`config.mk`:
```
export PLATFORM = sky130hd
export DESIGN_NAME = data_io_tx
export DESIGN_NICKNAME = d
export VERILOG_FILES = /design/src/rtl/data_io_tx.sv
export SDC_FILE = /design/constraint.sdc
export NUM_CORES = 1
export LEC_CHECK = 0
export ABC_AREA = 1
export CAP_MARGIN = 20
export CORE_MARGIN = 4
export CORE_UTILIZATION = 44
export DETAILED_ROUTE_END_ITERATION = 10
export SYNTH_ARGS = -nofsm -noshare
export SYNTH_HDL_FRONTEND = slang
export SYNTH_SLANG_ARGS = --single-unit
```
`constraint.sdc`:
```
create_clock -name clk_sys -period 2.15 [get_ports clk_sys]
set_input_delay 0.3225 -clock clk_sys [delete_from_list [all_inputs] [get_ports clk_sys]]
set_output_delay 0.3225 -clock clk_sys [all_outputs]
set_load 0.05 [all_outputs]
```
`src/rtl/data_io_tx.sv`:
```
// data_io_tx: SPI master that plays the IO-controller side of the data_io
// download protocol. It sends FILE_INDEX, FILE_INFO (DIRENTRY), FILE_TX start,
// the FILE_TX_DAT payload and FILE_TX end, taking payload bytes from a byte source.
//
// Source handshake: a byte moves when src_valid and src_ready are both high in
// the same cycle. src_ready is high for one cycle at a payload byte boundary,
// only while src_valid is high, and src_data is loaded into the shifter at that
// clock edge. If src_valid is low at a boundary, the bus stalls with SCK low and
// SS2 low until src_valid rises.
module data_io_tx #(
  parameter int          CLK_DIV       = 4,
  parameter int          GAP_CYCLES    = 8,
  parameter logic [7:0]  DIR_NAME_FILL = 8'h20
) (
  input  logic        clk_sys,
  input  logic        reset,
  input  logic        start,
  input  logic        abort,
  input  logic [7:0]  index,
  input  logic [23:0] fileext,
  input  logic [31:0] filesize,
  input  logic [7:0]  src_data,
  input  logic        src_valid,
  output logic        src_ready,
  output logic        SPI_SCK,
  output logic        SPI_SS2,
  output logic        SPI_DI,
  output logic        busy,
  output logic        done,
  output logic        aborted,
  output logic [2:0]  state_dbg_o
);

  typedef enum logic [2:0] {
    S_IDLE   = 3'd0,
    S_SEL    = 3'd1,
    S_BIT_LO = 3'd2,
    S_BIT_HI = 3'd3,
    S_DESEL  = 3'd4,
    S_GAP    = 3'd5,
    S_DONE   = 3'd6
  } state_t;

  // Frame selector values: index, info, tx start, payload, tx end.
  localparam logic [2:0] STEP_INDEX = 3'd0;
  localparam logic [2:0] STEP_INFO  = 3'd1;
  localparam logic [2:0] STEP_TXS   = 3'd2;
  localparam logic [2:0] STEP_DAT   = 3'd3;
  localparam logic [2:0] STEP_TXE   = 3'd4;

  localparam logic [15:0] DIV_LAST = 16'(CLK_DIV - 1);
  localparam logic [15:0] GAP_LAST = 16'(GAP_CYCLES - 1);

  state_t      state_q, state_d;
  logic [2:0]  step_q, step_d;
  logic [5:0]  byte_idx_q, byte_idx_d;
  logic [2:0]  bit_cnt_q, bit_cnt_d;
  logic [15:0] cnt_q, cnt_d;
  logic [7:0]  shift_q, shift_d;
  logic [31:0] remain_q, remain_d;
  logic        pend_q, pend_d;
  logic        aborted_q, aborted_d;
  logic [7:0]  idx_q, idx_d;
  logic [23:0] ext_q, ext_d;
  logic [31:0] size_q, size_d;

  logic [5:0]  nxt_idx;
  logic [5:0]  last_idx;
  logic [7:0]  frame_byte;

  // Index of the byte that would be loaded next in the current frame.
  assign nxt_idx  = (state_q == S_SEL) ? 6'd0 : byte_idx_q + 6'd1;
  assign last_idx = (step_q == STEP_INFO) ? 6'd32 : 6'd1;

  // Command/argument byte generator for all non-payload bytes.
  always_comb begin
    frame_byte = 8'h00;
    case (step_q)
      STEP_INDEX: frame_byte = (nxt_idx == 6'd0) ? 8'h55 : idx_q;
      STEP_INFO: begin
        if (nxt_idx == 6'd0)       frame_byte = 8'h56;
        else if (nxt_idx <= 6'd8)  frame_byte = DIR_NAME_FILL;
        else if (nxt_idx == 6'd9)  frame_byte = ext_q[23:16];
        else if (nxt_idx == 6'd10) frame_byte = ext_q[15:8];
        else if (nxt_idx == 6'd11) frame_byte = ext_q[7:0];
        else if (nxt_idx == 6'd29) frame_byte = size_q[7:0];
        else if (nxt_idx == 6'd30) frame_byte = size_q[15:8];
        else if (nxt_idx == 6'd31) frame_byte = size_q[23:16];
        else if (nxt_idx == 6'd32) frame_byte = size_q[31:24];
        else                       frame_byte = 8'h00;
      end
      STEP_TXS:   frame_byte = (nxt_idx == 6'd0) ? 8'h53 : 8'hFF;
      STEP_DAT:   frame_byte = 8'h54;
      default:    frame_byte = (nxt_idx == 6'd0) ? 8'h53 : 8'h00;
    endcase
  end

  // Next-state logic: frame sequencing, bit timing and payload handshake.
  always_comb begin
    state_d    = state_q;
    step_d     = step_q;
    byte_idx_d = byte_idx_q;
    bit_cnt_d  = bit_cnt_q;
    cnt_d      = cnt_q;
    shift_d    = shift_q;
    remain_d   = remain_q;
    pend_d     = pend_q;
    aborted_d  = aborted_q;
    idx_d      = idx_q;
    ext_d      = ext_q;
    size_d     = size_q;
    src_ready  = 1'b0;
    case (state_q)
      S_IDLE: begin
        if (start) begin
          idx_d     = index;
          ext_d     = fileext;
          size_d    = filesize;
          remain_d  = filesize;
          aborted_d = 1'b0;
          step_d    = STEP_INDEX;
          cnt_d     = 16'd0;
          pend_d    = 1'b0;
          state_d   = S_SEL;
        end
      end
      S_SEL: begin
        if (cnt_q == DIV_LAST) begin
          cnt_d      = 16'd0;
          byte_idx_d = 6'd0;
          bit_cnt_d  = 3'd0;
          shift_d    = frame_byte;
          state_d    = S_BIT_LO;
        end else begin
          cnt_d = cnt_q + 16'd1;
        end
      end
      S_BIT_LO: begin
        if (pend_q) begin
          // Stalled at a payload byte boundary: SCK stays low until data arrives.
          if (abort && remain_q != 32'd0) begin
            aborted_d = 1'b1;
            pend_d    = 1'b0;
            cnt_d     = 16'd0;
            state_d   = S_DESEL;
          end else if (src_valid) begin
            src_ready = 1'b1;
            shift_d   = src_data;
            remain_d  = remain_q - 32'd1;
            pend_d    = 1'b0;
            cnt_d     = 16'd0;
          end
        end else if (cnt_q == DIV_LAST) begin
          cnt_d   = 16'd0;
          state_d = S_BIT_HI;
        end else begin
          cnt_d = cnt_q + 16'd1;
        end
      end
      S_BIT_HI: begin
        if (cnt_q != DIV_LAST) begin
          cnt_d = cnt_q + 16'd1;
        end else begin
          cnt_d = 16'd0;
          if (bit_cnt_q != 3'd7) begin
            bit_cnt_d = bit_cnt_q + 3'd1;
            shift_d   = {shift_q[6:0], 1'b0};
            state_d   = S_BIT_LO;
          end else begin
            bit_cnt_d  = 3'd0;
            byte_idx_d = nxt_idx;
            if (step_q == STEP_DAT) begin
              if (remain_q == 32'd0) begin
                state_d = S_DESEL;
              end else if (abort) begin
                aborted_d = 1'b1;
                state_d   = S_DESEL;
              end else if (src_valid) begin
                src_ready = 1'b1;
                shift_d   = src_data;
                remain_d  = remain_q - 32'd1;
                state_d   = S_BIT_LO;
              end else begin
                pend_d  = 1'b1;
                state_d = S_BIT_LO;
              end
            end else if (byte_idx_q == last_idx) begin
              state_d = S_DESEL;
            end else begin
              shift_d = frame_byte;
              state_d = S_BIT_LO;
            end
          end
        end
      end
      S_DESEL: begin
        if (cnt_q == DIV_LAST) begin
          cnt_d   = 16'd0;
          state_d = S_GAP;
        end else begin
          cnt_d = cnt_q + 16'd1;
        end
      end
      S_GAP: begin
        if (cnt_q == GAP_LAST) begin
          cnt_d = 16'd0;
          if (step_q == STEP_TXE) begin
            state_d = S_DONE;
          end else begin
            // An empty file has no payload frame.
            step_d  = (step_q == STEP_TXS && size_q == 32'd0) ? STEP_TXE : step_q + 3'd1;
            state_d = S_SEL;
          end
        end else begin
          cnt_d = cnt_q + 16'd1;
        end
      end
      S_DONE:  state_d = S_IDLE;
      default: state_d = S_IDLE;
    endcase
  end

  // State register; reset drops SS2 at once and discards any partial frame.
  always_ff @(posedge clk_sys) begin
    if (reset) begin
      state_q    <= S_IDLE;
      step_q     <= STEP_INDEX;
      byte_idx_q <= 6'd0;
      bit_cnt_q  <= 3'd0;
      cnt_q      <= 16'd0;
      shift_q    <= 8'h00;
      remain_q   <= 32'd0;
      pend_q     <= 1'b0;
      aborted_q  <= 1'b0;
      idx_q      <= 8'h00;
      ext_q      <= 24'h0;
      size_q     <= 32'd0;
    end else begin
      state_q    <= state_d;
      step_q     <= step_d;
      byte_idx_q <= byte_idx_d;
      bit_cnt_q  <= bit_cnt_d;
      cnt_q      <= cnt_d;
      shift_q    <= shift_d;
      remain_q   <= remain_d;
      pend_q     <= pend_d;
      aborted_q  <= aborted_d;
      idx_q      <= idx_d;
      ext_q      <= ext_d;
      size_q     <= size_d;
    end
  end

  assign SPI_SCK     = (state_q == S_BIT_HI);
  assign SPI_SS2     = !(state_q == S_SEL || state_q == S_BIT_LO ||
                         state_q == S_BIT_HI || state_q == S_DESEL);
  assign SPI_DI      = shift_q[7];
  assign busy        = (state_q != S_IDLE) && (state_q != S_DONE);
  assign done        = (state_q == S_DONE);
  assign aborted     = aborted_q;
  assign state_dbg_o = state_q;

endmodule

```
==> results.ini, run 1 <==
[status]
status=complete, but fails checks
violations=negative setup slack

[synthesis]
ys_seq_elements=137
syn_inst=1222
synth_fp_nets=1310
ys.flop_type=dfxtp_1
synthArstFlopShare_pct=0
yosys.cell_types.count=51
synth_area_um2=8050
synth_edf_count=0
syn_avg_cell_area_um2=6.59
ys.warnings.count=0
seq_area_frac_synth_pct=34.1

[power_and_ir_drop]
power_density_nw_per_um2=1430
pwr-share-clk_pct=17.4
pwr-share-comb_pct=60.2
p_sw_w=0.00728
p_leak_nw=4.90
power_frac_seq_pct=22.4
p_int_w=0.00971
power_w=0.0170
p_sw_share_pct=42.9
ir_drop_v=0.000778

[critical_path]
crit_path_start_kind=flop
worstPathMaxFanout=3
cp_data_required_time_ps=1830
crit_chain=nor2_4, inv_1, nor3_2, nand4_1, buf_6, nand2_4, buf_6, nand3_4, a21oi_4, buf_12
cp.arrival_ps=2120
cp_common_cell=buf_6
crit_slowest_cell=dfxtp_4
critical_path.max_stage_delay_ps=350
r2r_slack_ps=-220
reg2reg_to=remain_q[29]
r2r-start=remain_q[2]
r2r_cells=16
critPathKind=flop to primary output
endpoint_kind=primary output

[global_route]
grt_pass1_wl_mm=41.4
grt_antenna_before_repair=0
grt_max_degree=80
overflow=0
grt_usage_pct=25.2
first_global_vias=8375

[timing]
hold_viol_final=0
hold_ws_ps=379
final.min_clock_period_ps=2440
drv_slew=0
slew_headroom_pct=43.8
rsz0062_at_grt=yes
max_freq_ghz=0.410
worst_slew_pin_slew_ps=842
setup_ws_ps=-292
setup_viol=53
fin_crit_sh_pct=114
finalClockSkew_ps=12.2

[clock_tree]
numClockSinks=137
cts_buffer_depth=2
root_buffer=clkbuf_16
cts_tree=done
htreeDepth=4
path_clk_slew_ps=60
numCtsBuffers=17
clock_latency_ps=430

[die]
die_y_um=143
die_x_um=143
start_util_pct=44.8
rows=49
core_um2=18000
die_area_um2=20500
ios=87

[routing]
postRouteAntennaNets=0
wire_per_inst_um=16.4
routed_wl_mm=27.6
viasPerCell=5.38
dr.pass1.iters=5
drc=0
drtIter0Drc=577
vias=9076

[place]
dp_hpwl_mm=18.9
place_congestion=0.911
port_buffers=86

[worst_hold_path]
worstHoldStart=reset
min_path_cells=5
hold_end=remain_q[0]
min_path_type=input port to flop

[cells_and_area]
area_growth_pct=47.8
nets=1533
n_antenna_cell=0
drive_gt1_share_pct=31.2

[run]
drv_cap=0

==> Yosys cell counts, types with 3 or more instances <==
| cell | instances | area [µm²] |
|---|---|---|
| nand2_1 | 248 | 931 |
| a21oi_1 | 147 | 736 |
| inv_1 | 144 | 541 |
| dfxtp_1 | 137 | 2740 |
| o21ai_0 | 124 | 621 |
| nor2_1 | 117 | 439 |
| nand3_1 | 42 | 210 |
| clkbuf_1 | 35 | 131 |
| nor3_1 | 23 | 115 |
| nand4_1 | 21 | 131 |
| inv_2 | 19 | 71.3 |
| nor2_2 | 15 | 93.8 |
| ha_1 | 11 | 138 |
| a211oi_1 | 10 | 75.1 |
| a31oi_1 | 10 | 62.6 |
| xor2_1 | 10 | 87.6 |
| nand2_2 | 9 | 56.3 |
| buf_2 | 8 | 40.0 |
| nor4_1 | 8 | 50.1 |
| nor2_4 | 7 | 78.8 |
| xnor2_1 | 7 | 61.3 |
| a211oi_2 | 5 | 62.6 |
| o211ai_1 | 5 | 37.5 |
| o21ai_1 | 5 | 25.0 |
| mux2i_1 | 4 | 40.0 |
| o211ai_2 | 4 | 50.1 |
| o21ai_2 | 4 | 35.0 |
| o22ai_1 | 4 | 25.0 |
| nand2_4 | 3 | 33.8 |
| nor4_2 | 3 | 37.5 |
==> stage by stage <==
step | area (µm²) | util, % | cells | setup slack (ps) | TNS (ps)
floorplan | 8070 | - | 1222 | 79.7 | 0
global placement | 10000 | 55.7 | 1619 | -76.4 | -486
detailed placement | 10000 | 55.7 | 1619 | -118 | -846
CTS | 11100 | 61.6 | 1663 | -315 | -5830
global route | 11900 | 66.3 | 1686 | -352 | -11990
finish | 11900 | 66.3 | 1686 | -292 | -7760
==> power groups by stage <==
stage / combinational (W) / sequential, W / clock (W)
after floorplan: 0.00445 / 0.00383 / 0
after global placement: 0.00716 / 0.00372 / 0
final: 0.0102 / 0.00380 / 0.00296
after global routing: 0.0110 / 0.00389 / 0.00311
after CTS: 0.00849 / 0.00370 / 0.00298
after detailed placement: 0.00722 / 0.00373 / 0
==> layer usage <==
layer	wire length [µm]	up-vias	track usage, %
met2	13600	277	43.2
li1	-	4495	-
met1	12000	4248	32.4
met3	1330	56	3.69
met4	667	0	9.07
met5	0	-	0
==> registers in the layout, indices dropped and copies added (netlist names), 3 cells and up <==
register,flops
byte_idx_q,6
state_dbg_o,3
size_q,32
ext_q,24
step_q,3
shift_q,8
cnt_q,16
remain_q,32
bit_cnt_q,3
idx_q,8
==> worst max path at each step <==
stage | from | end | slack [ps] | cells after the start
final | remain_q[2] | src_ready | -290 | 10
after global routing | remain_q[24] | src_ready | -350 | 10
after CTS | remain_q[25] | src_ready | -320 | 10
after detailed placement | src_valid | shift_q[2] | -120 | 10
after global placement | src_valid | shift_q[3] | -80 | 9
after floorplan | state_dbg_o[2] | remain_q[29] | 80 | 15
==> worst max-delay path, delay by kind of cell (launching register included) <==
kind / cells / cell delay, ps
AND/OR/NAND/NOR: 5 / 600
buffers and inverters: 4 / 540
AO/OA/AOI/OAI: 1 / 190
flip-flops: 1 / 350
==> final cells by class <==
class                           count  area, µm²
Tap cell                          229        287
Clock inverter                     10        118
Clock buffer                       21        470
Timing Repair Buffer              251       2390
Sequential cell                   137       2790
Multi-Input combinational cell    872       5190
Fill cell                        1600       6060
Inverter                          166        657
==> kinds of logic after synthesis <==
logic type                 after synthesis  share of synthesized area [%]
AOI/OAI and AO/OA                      333                           23.1
buffers and inverters                  214                           10.5
and+or+nand+nor                        506                           28.4
muxes                                    4                          0.497
adders and majority gates               11                           1.71
xor gates and xnor gates                17                           1.85
DFF                                    137                           34.1
==> cells in the final DEF (no fill, tap or decap), types with 15 or more instances in the layout <==
master           Yosys  routed
a21oi_1            147     124
a21oi_2              2      23
buf_4                2     134
buf_6                1      19
clkbuf_16            0      20
clkdlybuf4s50_1      0      80
dfxtp_1            137     111
dfxtp_2              0      22
inv_1              144     127
inv_2               19      31
nand2_1            248     221
nand2_2              9      29
nand3_1             42      34
nand4_1             21      21
nor2_1             117      81
nor2_2              15      27
nor2_4               7      31
nor3_1              23      15
o21ai_0            124      97
o21ai_1              5      17
o21ai_2              4      16
==> timing repair <==
action	in CTS	in global routing
hold buffers	0	0
gates cloned	4	5
pin swaps	17	44
endpoints found under the hold margin	0	0
setup endpoints to repair	38	68
setup buffers	9	19
gates resized for setup	89	190
Power figures use the tool's default switching activity.
==> run 2, diff against run 1 <==
--- a/config.mk
+++ b/config.mk
@@ -10,6 +10,7 @@
 export CORE_MARGIN = 4
 export CORE_UTILIZATION = 44
 export DETAILED_ROUTE_END_ITERATION = 10
+export SLEW_MARGIN = 20
 export SYNTH_ARGS = -nofsm -noshare
 export SYNTH_HDL_FRONTEND = slang
 export SYNTH_SLANG_ARGS = --single-unit
==> results of run 2 <==
No change in the layout: final DEF, timing and power equal those of run 1.
